[config.mk]
export PLATFORM = sky130hd
export DESIGN_NAME = iter_fixed_point_square_flat
export DESIGN_NICKNAME = d
export VERILOG_FILES = /design/src/rtl/iter_fixed_point_square_if.sv /design/src/rtl/iter_fixed_point_square.sv /design/src/flat_wrapper.sv
export SDC_FILE = /design/constraint.sdc
export NUM_CORES = 1
export LEC_CHECK = 0
export ABC_AREA = 1
export BUFFER_PORTS_ARGS = -buffer_cell sky130_fd_sc_hd__buf_2
export CORE_UTILIZATION = 52
export CTS_BUF_LIST = sky130_fd_sc_hd__clkbuf_4
export DETAILED_ROUTE_END_ITERATION = 10
export GPL_TIMING_DRIVEN = 0
export PLACE_DENSITY = 0.7
export SLEW_MARGIN = 20
export SYNTH_ARGS = -nofsm -noshare
export SYNTH_HDL_FRONTEND = slang
export SYNTH_SLANG_ARGS = --single-unit
[constraint.sdc]
create_clock -name clk -period 7.85 [get_ports clk]
set_input_delay 1.9625 -clock clk [delete_from_list [all_inputs] [get_ports clk]]
set_output_delay 1.9625 -clock clk [all_outputs]
set_load 0.1 [all_outputs]
[src/rtl/iter_fixed_point_square_if.sv]
// Operand/result handshake bundle for iter_fixed_point_square.
// The master side drives operands and accepts results; the slave side is the squarer.
interface iter_fixed_point_square_if #(
  parameter int WI = 16,
  parameter int WO = 24
);
  logic          in_valid;
  logic          in_ready;
  logic [WI-1:0] in;
  logic          out_valid;
  logic          out_ready;
  logic [WO-1:0] out;
  logic          overflow;

  modport master (
    output in_valid, output in, input in_ready,
    input out_valid, input out, input overflow, output out_ready
  );

  modport slave (
    input in_valid, input in, output in_ready,
    output out_valid, output out, output overflow, input out_ready
  );
endinterface

[src/rtl/iter_fixed_point_square.sv]
// Multi-cycle signed fixed-point squarer: one shift-add step per operand bit,
// then a single formatting cycle that rounds/truncates and saturates into the output Q format.
module iter_fixed_point_square #(
  parameter int WII   = 8,
  parameter int WIF   = 8,
  parameter int WOI   = 16,
  parameter int WOF   = 8,
  parameter int ROUND = 1
) (
  input  logic                      clk,
  input  logic                      rst,
  iter_fixed_point_square_if.slave  bus
);
  localparam int N    = WII + WIF;
  localparam int PW   = 2 * N;
  localparam int WO   = WOI + WOF;
  localparam int SH_L = (WOF >= 2 * WIF) ? (WOF - 2 * WIF) : 0;
  localparam int SH_R = (WOF >= 2 * WIF) ? 0 : (2 * WIF - WOF);
  localparam int SW   = PW + SH_L + 1;
  localparam int CMPW = ((SW > WO) ? SW : WO) + 1;
  localparam int CNTW = ($clog2(N) > 0) ? $clog2(N) : 1;

  localparam logic [1:0] S_IDLE = 2'd0;
  localparam logic [1:0] S_CALC = 2'd1;
  localparam logic [1:0] S_FMT  = 2'd2;
  localparam logic [1:0] S_DONE = 2'd3;

  localparam logic [WO-1:0] MAX_POS = {1'b0, {(WO-1){1'b1}}};

  logic [1:0]      state_q, state_d;
  logic [N-1:0]    mag_q, mag_d;
  logic [PW-1:0]   acc_q, acc_d;
  logic [CNTW-1:0] cnt_q, cnt_d;
  logic [WO-1:0]   out_q, out_d;
  logic            ovf_q, ovf_d;
  logic            vld_q, vld_d;

  logic [SW-1:0]   prod_ext;
  logic [SW-1:0]   scaled;
  logic            too_big;

  // One spare bit above the product keeps the rounding carry.
  assign prod_ext = SW'(acc_q) << SH_L;

  generate
    if (SH_R > 0) begin : g_rshift
      localparam logic [SW-1:0] HALF = (ROUND != 0) ? (SW'(1) << (SH_R - 1)) : '0;
      assign scaled = (prod_ext + HALF) >> SH_R;
    end else begin : g_lshift
      assign scaled = prod_ext;
    end
  endgenerate

  assign too_big = CMPW'(scaled) > CMPW'(MAX_POS);

  always_comb begin
    state_d = state_q;
    mag_d   = mag_q;
    acc_d   = acc_q;
    cnt_d   = cnt_q;
    out_d   = out_q;
    ovf_d   = ovf_q;
    vld_d   = vld_q;
    case (state_q)
      S_IDLE: begin
        if (bus.in_valid) begin
          // Unsigned negation maps the most negative operand to 2^(N-1) exactly.
          mag_d   = bus.in[N-1] ? (~bus.in + N'(1)) : bus.in;
          acc_d   = '0;
          cnt_d   = '0;
          state_d = S_CALC;
        end
      end
      S_CALC: begin
        if (mag_q[cnt_q]) begin
          acc_d = acc_q + (PW'(mag_q) << cnt_q);
        end
        if (cnt_q == CNTW'(N - 1)) begin
          state_d = S_FMT;
        end else begin
          cnt_d = cnt_q + CNTW'(1);
        end
      end
      S_FMT: begin
        ovf_d   = too_big;
        out_d   = too_big ? MAX_POS : WO'(scaled);
        vld_d   = 1'b1;
        state_d = S_DONE;
      end
      S_DONE: begin
        if (bus.out_ready) begin
          vld_d   = 1'b0;
          state_d = S_IDLE;
        end
      end
      default: state_d = S_IDLE;
    endcase
  end

  always_ff @(posedge clk or posedge rst) begin
    if (rst) begin
      state_q <= S_IDLE;
      mag_q   <= '0;
      acc_q   <= '0;
      cnt_q   <= '0;
      out_q   <= '0;
      ovf_q   <= 1'b0;
      vld_q   <= 1'b0;
    end else begin
      state_q <= state_d;
      mag_q   <= mag_d;
      acc_q   <= acc_d;
      cnt_q   <= cnt_d;
      out_q   <= out_d;
      ovf_q   <= ovf_d;
      vld_q   <= vld_d;
    end
  end

  assign bus.in_ready  = (state_q == S_IDLE);
  assign bus.out_valid = vld_q;
  assign bus.out       = out_q;
  assign bus.overflow  = ovf_q;
endmodule
[src/flat_wrapper.sv]
// flat-port wrapper written by rule: the top's interface ports become plain ports
module iter_fixed_point_square_flat 
#(
  parameter int WII   = 8,
  parameter int WIF   = 8,
  parameter int WOI   = 16,
  parameter int WOF   = 8,
  parameter int ROUND = 1
)
  (clk, rst, bus_in_valid, bus_in, bus_in_ready, bus_out_valid, bus_out, bus_overflow, bus_out_ready);
  iter_fixed_point_square_if bus_i ();
  input  logic clk;
  input  logic rst;
  input wire logic [$bits(bus_i.in_valid)-1:0] bus_in_valid;
  input wire logic [$bits(bus_i.in)-1:0] bus_in;
  output wire logic [$bits(bus_i.in_ready)-1:0] bus_in_ready;
  output wire logic [$bits(bus_i.out_valid)-1:0] bus_out_valid;
  output wire logic [$bits(bus_i.out)-1:0] bus_out;
  output wire logic [$bits(bus_i.overflow)-1:0] bus_overflow;
  input wire logic [$bits(bus_i.out_ready)-1:0] bus_out_ready;
  assign bus_i.in_valid = bus_in_valid;
  assign bus_i.in = bus_in;
  assign bus_in_ready = bus_i.in_ready;
  assign bus_out_valid = bus_i.out_valid;
  assign bus_out = bus_i.out;
  assign bus_overflow = bus_i.overflow;
  assign bus_i.out_ready = bus_out_ready;
  iter_fixed_point_square #(.WII(WII), .WIF(WIF), .WOI(WOI), .WOF(WOF), .ROUND(ROUND)) u_core (.clk(clk), .rst(rst), .bus(bus_i));
endmodule
==> run metrics <==
status completed; grt met2 use 0.475; clk_lat worst skew 0.49 ns; synthesized cell area 0.00721 mm²; Die Y 120 µm; Reg clk slew, reported paths 0.13 ns; post-synth cell types 43; Post-CTS Setup Bufs 0; Final GP Congestion 0.956; Critical Path End Type output port; CTS max path bufs 2; synthesis-to-finish area growth 8.48%; die footprint 0.0143 mm²; Worst EP required 5.89 ns; vias post-DR 7387; Post-CTS Resized 0; leak pwr 4.03 nW; number of max-cap violations 0; residual DRC count 0; Worst Skew 0.0230 ns; fin crit period 3.62 ns; Hold WC Path Type flop to flop; die width 120 µm; Worst Path Max Fanout 4; Num CTS Buffers 9; initial antenna violation count 2; top-count cell post-synth nand2_1; pin count of the biggest net entering global routing 46; DR vias/cell 5.48; Slew @ Worst Pin 0.591 ns; DR iter-0 viols 611; H-Tree Depth 3; Syn Area/Cell 6.51 µm²; # IOs 47; GRT busiest layer met2; Initial DRT Pass Iterations 5; RSZ-0062 raised after global routing no; WS Path Type flop to output port; final net count 1224; Buffers on Ports 45; syn nets 1167; register area share after synthesis 0.277; worst slack at placement 4.14 ns; GRT Util Overall 0.300; Total Wirelength 20500 µm; Critical Path AT 1.66 ns; # hold bufs at CTS 0; clock tree sinks 80; Root Driver clkbuf_4; Final HPWL DP 16800 µm; final worst slack 4.23 ns; dominant cells by area after synthesis dfrtp_1 (28%), nand2_1 (20%), inv_1 (6.9%), ha_1 (6.6%), nor2_1 (5.5%); Initial Utilization 0.538; share of post-route cells with drive strength above 1 0.0975; total grt overflow 0; Yosys top cell area share 0.277; Worst VDD drop 218 µV; Synth area leader dfrtp_1; row count 42; met1 Usage GRT 0.409; first-pass GRT wire length 33500 µm; Final period util 0.461; CP Launch Type flop; Core ar. 0.0134 mm²; Post-synth ARST share 1.00; setup TNS 0 ns; Yosys reg bits 80; fmax 0.276 GHz; fillers 1350; synthesis warning total 0; post-route ant nets 0; synth cell count leaders nand2_1 (375), inv_1 (132), nor2_1 (105); Top FF cell, synth dfrtp_1; Post-synth EDFFs 0; final hold violations 0; Max-slew headroom 0.606; GRT met3 Usage 0.0494; Max Slew Vio Count 0; Setup Viol. Count Final 0; drt wl/cell 15.2 µm; vias in the first global route 6813; Gate Count Post-Synth 1108; CTS tree built; power density over the cells 393 mW/mm²
==> metal layers <==
layer / vias up / share of wire / wire length [µm]
met5: - / 0 / 0
met4: 0 / 0.032 / 661
met3: 51 / 0.051 / 1040
met2: 223 / 0.44 / 9090
met1: 3402 / 0.47 / 9710
li1: 3711 / - / -
==> metrics by stage <==
step / total power (W) / hold slack [ns] / util / instance area, µm² / instances
floorplan: 0.00232 / 0.449 / - / 7210 / 1108
global placement: 0.00278 / 0.462 / 0.572 / 7660 / 1329
detailed placement: 0.00280 / 0.466 / 0.574 / 7690 / 1330
CTS: 0.00306 / 0.499 / 0.584 / 7820 / 1345
global route: 0.00332 / 0.520 / 0.584 / 7830 / 1347
finish: 0.00308 / 0.496 / 0.584 / 7830 / 1347
==> critical path, cell delays in order, from the launching register on <==
cell     delay, ns
dfrtp_1       0.42
inv_1         0.11
ha_1          0.21
buf_2         0.44
==> power by group <==
part           total (W)  switching [W]  internal [W]
clock network   0.000264       0.000165     0.0000989
registers       0.000664       0.000114      0.000550
logic            0.00215        0.00152      0.000626
==> kinds of logic (layout without fill, tap and decap cells) <==
logic type / Yosys count / count (layout) / synth area share
buffers and inverters: 169 / 230 / 0.0999
AOI/OAI and AO/OA: 171 / 171 / 0.143
muxes: 5 / 5 / 0.00694
xor gates and xnor gates: 36 / 36 / 0.0437
DFF: 80 / 80 / 0.277
adders and majority gates: 39 / 39 / 0.0687
and+or+nand+nor: 608 / 608 / 0.360
other: 0 / 2 / 0
==> sequential cells by signal (all words and copies together), names as in the netlist <==
| name | cells |
|---|---|
| u_core.bus.out | 24 |
| u_core.cnt_q | 4 |
| u_core.bus.overflow | 1 |
| u_core.acc_q | 32 |
| u_core.state_q | 2 |
| u_core.bus.out_valid | 1 |
| u_core.mag_q | 16 |
==> worst paths after layout <==
check	from	to	slack (ns)	cells after the start
max	u_core.state_q[0]	bus_in_ready	4.23	3
min	u_core.bus.out[22]	u_core.bus.out[22]	0.50	2
max reg2reg	u_core.cnt_q[0]	u_core.acc_q[27]	4.29	19
min reg2reg	u_core.bus.out[22]	u_core.bus.out[22]	0.50	2
max in group asynchronous	rst	u_core.mag_q[0]	5.76	3
min in group asynchronous	rst	u_core.bus.out_valid	1.49	2
==> cell usage in the layout (no fill, tap or decap), types with 11 or more instances in the layout <==
| cell | instances |
|---|---|
| nand2_1 | 375 |
| inv_1 | 131 |
| buf_2 | 51 |
| ha_1 | 38 |
| o22a_1 | 15 |
| clkbuf_1 | 12 |
| nand3_2 | 11 |
| dfrtp_1 | 80 |
| o21ai_0 | 75 |
| nor2_1 | 105 |
| nand3_1 | 64 |
| a21oi_1 | 38 |
| xor2_1 | 20 |
| nand4_1 | 15 |
| xnor2_1 | 16 |
==> layout make-up <==
type | instances | area, µm² | share of cell area
multi-input cells | 859 | 4490 | 0.574
flip-flops and latches | 80 | 2000 | 0.256
inverters | 137 | 519 | 0.0663
repair buffers | 46 | 253 | 0.0323
well taps | 176 | 220 | 0.0281
plain buffers | 32 | 204 | 0.0261
clock buffers | 10 | 75.1 | 0.00959
clock inverters | 5 | 56.3 | 0.00719
diodes | 2 | 5.00 | 0.000639
Note: power is estimated with default switching activity, not from simulation.
